==> src/rtl/ram_read_arbiter.sv <==
// ram_read_arbiter: shares one synchronous RAM read port between an
// instruction-fetch requester (0) and a data-load requester (1).
// Round-robin grant, address mux with idle hold, and a latency-matched
// tag pipeline that steers returning read data to the issuing requester.
module ram_read_arbiter #(
    parameter int unsigned ADDR_WIDTH = 32,
    parameter int unsigned DATA_WIDTH = 32,
    parameter int unsigned RD_LATENCY = 1
) (
    input  logic                  clk_i,
    input  logic                  rstn_i,

    input  logic                  req0_i,
    input  logic [ADDR_WIDTH-1:0] addr0_i,
    output logic                  gnt0_o,
    output logic                  rvalid0_o,
    output logic [DATA_WIDTH-1:0] rdata0_o,

    input  logic                  req1_i,
    input  logic [ADDR_WIDTH-1:0] addr1_i,
    output logic                  gnt1_o,
    output logic                  rvalid1_o,
    output logic [DATA_WIDTH-1:0] rdata1_o,

    output logic [ADDR_WIDTH-1:0] ram_addr_o,
    input  logic [DATA_WIDTH-1:0] ram_rdata_i
);

    localparam int unsigned LAST_STAGE = RD_LATENCY - 1;

    // One in-flight read: whether a grant happened and who owns it.
    typedef struct packed {
        logic valid;
        logic id;
    } tag_t;

    logic                  prio_q;
    logic [ADDR_WIDTH-1:0] last_addr_q;
    tag_t                  tag_q [RD_LATENCY];

    logic grant_any;
    logic grant_id;

    // Round-robin grant: a lone request always wins, a tie goes to prio_q.
    always_comb begin
        gnt0_o    = 1'b0;
        gnt1_o    = 1'b0;
        if (req0_i && req1_i) begin
            gnt0_o = ~prio_q;
            gnt1_o = prio_q;
        end else begin
            gnt0_o = req0_i;
            gnt1_o = req1_i;
        end
        grant_any = gnt0_o | gnt1_o;
        grant_id  = gnt1_o;
    end

    // Winner's address to the RAM; idle cycles re-read the last granted address.
    always_comb begin
        ram_addr_o = last_addr_q;
        if (gnt0_o) begin
            ram_addr_o = addr0_i;
        end else if (gnt1_o) begin
            ram_addr_o = addr1_i;
        end
    end

    // Priority flips to the loser on each grant; remember the granted address.
    always_ff @(posedge clk_i or negedge rstn_i) begin
        if (!rstn_i) begin
            prio_q      <= 1'b0;
            last_addr_q <= '0;
        end else if (gnt0_o) begin
            prio_q      <= 1'b1;
            last_addr_q <= addr0_i;
        end else if (gnt1_o) begin
            prio_q      <= 1'b0;
            last_addr_q <= addr1_i;
        end
    end

    // Tag shift register matched to the RAM read latency.
    always_ff @(posedge clk_i or negedge rstn_i) begin
        if (!rstn_i) begin
            for (int unsigned k = 0; k < RD_LATENCY; k++) begin
                tag_q[k] <= '0;
            end
        end else begin
            tag_q[0] <= '{valid: grant_any, id: grant_id};
            for (int unsigned k = 1; k < RD_LATENCY; k++) begin
                tag_q[k] <= tag_q[k-1];
            end
        end
    end

    // Route the RAM data to the owner of the tag leaving the pipeline.
    always_comb begin
        rvalid0_o = tag_q[LAST_STAGE].valid & ~tag_q[LAST_STAGE].id;
        rvalid1_o = tag_q[LAST_STAGE].valid &  tag_q[LAST_STAGE].id;
        rdata0_o  = rvalid0_o ? ram_rdata_i : '0;
        rdata1_o  = rvalid1_o ? ram_rdata_i : '0;
    end

endmodule

==> config.mk <==
export PLATFORM = sky130hd
export DESIGN_NAME = ram_read_arbiter
export DESIGN_NICKNAME = d
export VERILOG_FILES = /design/src/rtl/ram_read_arbiter.sv
export SDC_FILE = /design/constraint.sdc
export NUM_CORES = 1
export LEC_CHECK = 0
export CORE_UTILIZATION = 33
export DETAILED_ROUTE_END_ITERATION = 10
export PLACE_DENSITY_LB_ADDON = 0.12
export SLEW_MARGIN = 20
export SYNTH_ARGS = -nofsm -noshare
export SYNTH_HDL_FRONTEND = slang
export SYNTH_SLANG_ARGS = --single-unit
==> constraint.sdc <==
create_clock -name clk_i -period 1.3 [get_ports clk_i]
set_input_delay 0.13 -clock clk_i [delete_from_list [all_inputs] [get_ports clk_i]]
set_output_delay 0.13 -clock clk_i [all_outputs]
set_load 0.03 [all_outputs]
==> results.sh, run 1 <==
export IMPL_grt_use_total_pct=25.3
export IMPL_synth_area_mm2=0.00237
export IMPL_gp_congestion=0.720
export IMPL_vdd_drop_max_uv=576
export IMPL_die_area_mm2=0.00754
export IMPL_synthMuxAreaShare_pct=0
export IMPL_clock_latency_ns=0.29
export IMPL_routedWlPerCell_um=20.8
export IMPL_fin_crit_ns=1.70
export IMPL_place_hpwl_um=6170
export IMPL_synth_seq_cells=35
export IMPL_tritoncts="done"
export IMPL_ys_seq_area_share_pct=36.9
export IMPL_critical_path_class="flop to output port"
export IMPL_maxCapViolCount=0
export IMPL_grt_setup_unrepaired="true"
export IMPL_startpoint="prio_q"
export IMPL_yosys_area_top_type="dfrtp_1"
export IMPL_finalNetCount=558
export IMPL_slew_viol_final=0
export IMPL_reg2reg_from="prio_q"
export IMPL_final_util_pct=82.0
export IMPL_syn_avg_cell_area_um2=10.3
export IMPL_synthesis_nets=331
export IMPL_synthAdderAreaFrac_pct=0
export IMPL_wirelength_um=11500
export IMPL_synth_simple_area_share_pct=27.3
export IMPL_register_area_um2=876
export IMPL_cts_clk_slew_worst_paths_ns=0.08
export IMPL_numPlacedInstances=532
export IMPL_cts_sinks=35
export IMPL_antenna_found_initial=0
export IMPL_die_h_um=86.8
export IMPL_grt_pass1_wl_um=14900
export IMPL_drive_above_1_share_pct=55.1
export IMPL_worst_slew_pin_slew_ns=0.487
export IMPL_portBuffers=199
export IMPL_cts_max_path_buffers=2
export IMPL_synthTopCellsByArea="dfrtp_1 37%, o221a_2 15%, a211o_1 12%"
export IMPL_violations="negative setup slack"
export IMPL_setup_viol=108
export IMPL_dr_pass1_iters=4
export IMPL_synth_top_family_by_area="compound AO/OA/AOI/OAI gates"
export IMPL_leakage_nw=2.55
export IMPL_grt_ovfl_total=0
export IMPL_synth_top_area_share_pct=36.9
export IMPL_coreArea_mm2=0.00687
export IMPL_grt_pass1_vias=2886
export IMPL_synth_compound_area_share_pct=27.5
export IMPL_placed_area_mm2=0.00440
export IMPL_row_count=30
export IMPL_top_level_ports=200
export IMPL_drcViolationCount=0
export IMPL_worstPathArrival_ns=1.57
export IMPL_status="complete, but fails checks"
export IMPL_end_kind="output port"
export IMPL_hold_path_class="input port to async pin"
export IMPL_antenna_cells=0
export IMPL_die_x_um=86.8
export IMPL_r2r_slack_ns=-0.06
export IMPL_cp_start_kind="flop"
export IMPL_p_per_area_mw_per_mm2=902
export IMPL_area_growth_pct=137
export IMPL_clk_root_buffer_cell="clkbuf_8"
export IMPL_cp_required_ns=1.17
export IMPL_multi_input_area_mm2=0.00183
export IMPL_fin_skew_ns=0.00855
export IMPL_grt_max_degree=36
export IMPL_final_antenna_net_count=0
export IMPL_tns_ns=-26.88
export IMPL_reg2reg_depth=5
export IMPL_fill_cells=390
export IMPL_hold_ws_ns=0.435
export IMPL_start_util_pct=34.6
export IMPL_final_cell_count_no_fill=555
export IMPL_fin_crit_sh_pct=131
export IMPL_max_freq_mhz=588
export IMPL_final_area_mm2=0.00563
export IMPL_worst_path_max_fanout=7
export IMPL_synth_xor_area_share_pct=0
export IMPL_finalHoldViolations=0
export IMPL_setup_ws_ns=-0.400
export IMPL_cts_buffers=5
export IMPL_reg2reg_to="last_addr_q[31]"
export IMPL_relSlewSlack_pct=67.5
export IMPL_ys_warnings_count=0
export IMPL_synthDistinctLibCells=21
export IMPL_vias=2931
export IMPL_drt_iter0_markers=105
export IMPL_h_tree_depth=2
export IMPL_vias_per_cell=5.28
export IMPL_synth_cells=231
worst max-delay path, cell delays in order (launching register included):
cell       delay [ns]
dfrtp_1          0.38
nand2b_4         0.17
buf_12           0.16
clkbuf_16        0.16
o221a_4          0.26
buf_6            0.14
area by class of cell:
cell class	count	area share [%]
Clock buffer	7	1.53
Clock inverter	1	0.155
Inverter	2	0.133
Multi-Input combinational cell	167	32.5
Sequential cell	35	15.5
Tap cell	96	2.13
Timing Repair Buffer	247	48.0
kinds of logic after synthesis:
group	after synthesis
AO/OA/AOI/OAI	66
flip-flops	35
buffers and inverters	29
AND/OR/NAND/NOR	101
cell usage after synthesis:
master and n:
nand2_2 1, buf_4 6, or2_1 1, buf_6 1, nand2b_1 1, and3_1 32, dfrtp_1 35, o221a_1 1
o221a_2 31, inv_1 2, buf_12 1, buf_2 7, and2_1 33, clkbuf_1 8, buf_8 3, buf_1 1
and2b_1 13, a21boi_1 1, a211o_1 32, nor2b_1 20, o21ai_1 1
placed cells by master (no fill, tap or decap), types with 2 or more instances in the layout:
cell type and count:
a211o_1 32, and2_4 32, and2b_1 13, and3_1 3, and3_4 29, buf_12 8, buf_2 2, buf_4 19
buf_6 115, clkbuf_16 3, clkbuf_8 6, clkdlybuf4s50_1 96, dfrtp_1 35, inv_1 2, nor2b_1 19, o221a_4 32
layer usage:
| metal | global-route usage [%] | vias to the layer above | wire (um) |
|---|---|---|---|
| li1 | - | 1329 | - |
| met1 | 29.9 | 1440 | 4260 |
| met2 | 44.2 | 137 | 6150 |
| met3 | 6.57 | 25 | 842 |
| met4 | 8.64 | 0 | 289 |
| met5 | 0 | - | 0 |
power by group:
group | internal (mW) | switching, mW | total [mW]
sequential | 1.22 | 0.0359 | 1.26
clock | 0.435 | 0.430 | 0.865
combinational | 1.58 | 1.38 | 2.96
stage by stage:
stage,setup WS [ns],total power [mW]
2_1_floorplan,-0.0285,2.48
3_3_place_gp,-0.247,3.43
3_5_place_dp,-0.271,3.46
4_1_cts,-0.402,4.75
5_1_grt,-0.448,5.28
6_report,-0.400,5.08
registers in the layout, indices dropped and copies added, names as in the netlist:
name / cells
prio_q: 1
last_addr_q: 32
tag_q: 2
worst max-delay path by stage:
stage / endpoint / slack [ns] / depth (start not counted)
2_1_floorplan: ram_addr_o[10] / -0.03 / 5
3_3_place_gp: ram_addr_o[13] / -0.25 / 5
3_5_place_dp: ram_addr_o[13] / -0.27 / 5
4_1_cts: ram_addr_o[10] / -0.40 / 5
5_1_grt: ram_addr_o[27] / -0.45 / 5
6_report: ram_addr_o[20] / -0.40 / 5
timing repair:
action	CTS	global route
hold buffers	1	0
pin swaps	22	8
setup endpoints to repair	132	110
hold endpoints to repair	35	0
resized for setup	158	65
cloned	4	6
buffers inserted	3	4
(Power assumes the default switching activity.)
==> inputs of run 2 (changes only) <==
--- a/config.mk
+++ b/config.mk
@@ -5,9 +5,10 @@
 export SDC_FILE = /design/constraint.sdc
 export NUM_CORES = 1
 export LEC_CHECK = 0
+export CORE_MARGIN = 2
 export CORE_UTILIZATION = 33
 export DETAILED_ROUTE_END_ITERATION = 10
-export PLACE_DENSITY_LB_ADDON = 0.12
+export PLACE_DENSITY = 0.83
 export SLEW_MARGIN = 20
 export SYNTH_ARGS = -nofsm -noshare
 export SYNTH_HDL_FRONTEND = slang
==> run 2 against run 1 <==
The run still ends with negative setup slack left. Power down 1.6%. Sequential power about the same. Hold slack worse by 0.14 ns. Via count up 0.27%. Clock power up 9.9%. Clock skew down 0.0032 ns. Cell area down 3.3%. Die area up 4.7%. Sequential share of layout area up 0.53 points. Fmax up 4.5%.
==> results.sh, run 2 (same netlist as run 1, synthesis figures left out) <==
export IMPL_status="complete, but fails checks"
export IMPL_violations="negative setup slack"
export IMPL_drt_iter0_markers=102
export IMPL_relSlewSlack_pct=68.5
export IMPL_hold_end="tag_q[1]"
export IMPL_grt_pass1_vias=2996
export IMPL_reg2reg_to="last_addr_q[7]"
export IMPL_cts_buffers=5
export IMPL_top_register="last_addr_q"
export IMPL_clock_latency_ns=0.28
export IMPL_worstHoldStart="req0_i"
export IMPL_dr_pass1_iters=4
export IMPL_grt_pass1_wl_um=14900
export IMPL_register_area_um2=876
export IMPL_cp_slowest_cell="dfrtp_1"
export IMPL_grt_ovfl_total=0
export IMPL_final_antenna_net_count=0
export IMPL_grt_use_total_pct=24.5
export IMPL_portBuffers=199
export IMPL_die_area_mm2=0.00789
export IMPL_top_level_ports=200
export IMPL_place_hpwl_um=6890
export IMPL_finalNetCount=555
export IMPL_worst_slew_pin_slew_ns=0.473
export IMPL_routedWlPerCell_um=20.8
export IMPL_area_growth_pct=129
export IMPL_worstPathArrival_ns=1.50
export IMPL_cts_sinks=35
export IMPL_crit_chain="nand2b_4 > buf_4 > o221a_2 > buf_6"
export IMPL_startpoint="prio_q"
export IMPL_fin_crit_ns=1.63
export IMPL_fin_crit_sh_pct=125
export IMPL_vias=2939
export IMPL_layout_common_cells="103 x buf_6, 97 x clkdlybuf4s50_1, 35 x dfrtp_1"
export IMPL_drcViolationCount=0
export IMPL_final_util_pct=79.3
export IMPL_slowest_delay_ns=0.39
export IMPL_cp_top_family="flip-flops"
export IMPL_tritoncts="done"
export IMPL_grt_setup_unrepaired="true"
export IMPL_drive_above_1_share_pct=55.8
export IMPL_antenna_cells=0
export IMPL_max_freq_mhz=615
export IMPL_row_count=30
export IMPL_whs_path_depth=3
export IMPL_antenna_found_initial=0
export IMPL_end_kind="output port"
export IMPL_r2r_slack_ns=0.01
export IMPL_largest_reg_flops=32
export IMPL_reg2reg_from="prio_q"
export IMPL_critical_path_class="flop to output port"
export IMPL_clk_root_buffer_cell="clkbuf_8"
export IMPL_cp_required_ns=1.17
export IMPL_worst_path_max_fanout=10
export IMPL_die_x_um=88.8
export IMPL_gp_congestion=0.748
export IMPL_h_tree_depth=2
export IMPL_vdd_drop_max_uv=664
export IMPL_cp_start_kind="flop"
export IMPL_p_per_area_mw_per_mm2=917
export IMPL_maxCapViolCount=0
export IMPL_fill_cells=399
export IMPL_fin_skew_ns=0.00536
export IMPL_wirelength_um=11400
export IMPL_hold_path_class="input port to flop"
export IMPL_coreArea_mm2=0.00687
export IMPL_cts_clk_slew_worst_paths_ns=0.07
export IMPL_path_buf_inv=2
export IMPL_setup_viol=99
export IMPL_cts_max_path_buffers=2
export IMPL_reg2reg_depth=4
export IMPL_slew_viol_final=0
export IMPL_start_util_pct=34.6
export IMPL_layout_commonest_cell="buf_6"
export IMPL_top_regs="last_addr_q: 32 flops, tag_q: 2 flops, prio_q: 1 flops"
export IMPL_multi_input_area_mm2=0.00170
export IMPL_setup_ws_ns=-0.327
export IMPL_hold_ws_ns=0.297
export IMPL_path_depth=4
export IMPL_finalHoldViolations=0
export IMPL_grt_max_degree=36
export IMPL_leakage_nw=2.46
export IMPL_tns_ns=-22.91
export IMPL_vias_per_cell=5.33
export IMPL_die_h_um=88.8
[run 2: cell count changes in the layout (fill, tap and decap cells not counted), moves of 3 or more]
cell	before	now
buf_12	8	12
and3_4	29	32
o221a_2	0	17
buf_6	115	103
buf_4	19	27
o221a_4	32	15
and3_1	3	0
[run 2: worst max path at each step]
stage | endpoint | slack (ns)
after CTS | ram_addr_o[31] | -0.35
after detailed placement | ram_addr_o[25] | -0.24
after global routing | ram_addr_o[28] | -0.41
after floorplan | ram_addr_o[10] | -0.03
final | ram_addr_o[4] | -0.33
after global placement | ram_addr_o[3] | -0.20
[run 2: what timing repair did]
| action | CTS | global route |
|---|---|---|
| gates cloned | 3 | 3 |
| endpoints found under the setup margin | 132 | 106 |
| gates resized for setup | 137 | 61 |
| hold endpoints to repair | 35 | 0 |
| hold buffers | 1 | 0 |
| setup buffers | 6 | 1 |
| pin swaps | 18 | 11 |
[run 2: worst min-delay path, delay by kind of cell]
family / cells / cell delay, ns
buffers and inverters: 2 / 0.32
and+or+nand+nor: 1 / 0.10
[run 2: metal layers]
metal	part of all wire, %	up-vias	track usage (%)
met4	4.0	0	9.23
li1	-	1327	-
met3	7.8	38	6.72
met2	52	146	45.5
met1	36	1428	26.1
met5	0	-	0
[run 2: stage by stage]
stage / cell area (um^2) / power, mW / setup slack [ns] / instances
2_1_floorplan: 2410 / 2.48 / -0.0285 / 231
3_3_place_gp: 4450 / 3.45 / -0.204 / 533
3_5_place_dp: 4450 / 3.48 / -0.240 / 533
4_1_cts: 5120 / 4.79 / -0.354 / 550
5_1_grt: 5450 / 5.20 / -0.410 / 551
6_report: 5450 / 5.00 / -0.327 / 551
[run 2: power breakdown]
part / switching (mW) / internal, mW
registers: 0.0377 / 1.23
logic: 1.31 / 1.47
clock network: 0.389 / 0.562
[run 2: layout make-up]
class	instances	area share, %
timing repair buffer	244	48.5
multi-input combinational	167	31.2
sequential	35	16.1
tap	96	2.20
clock buffer	6	1.33
clock inverter	1	0.551
inverter	2	0.138
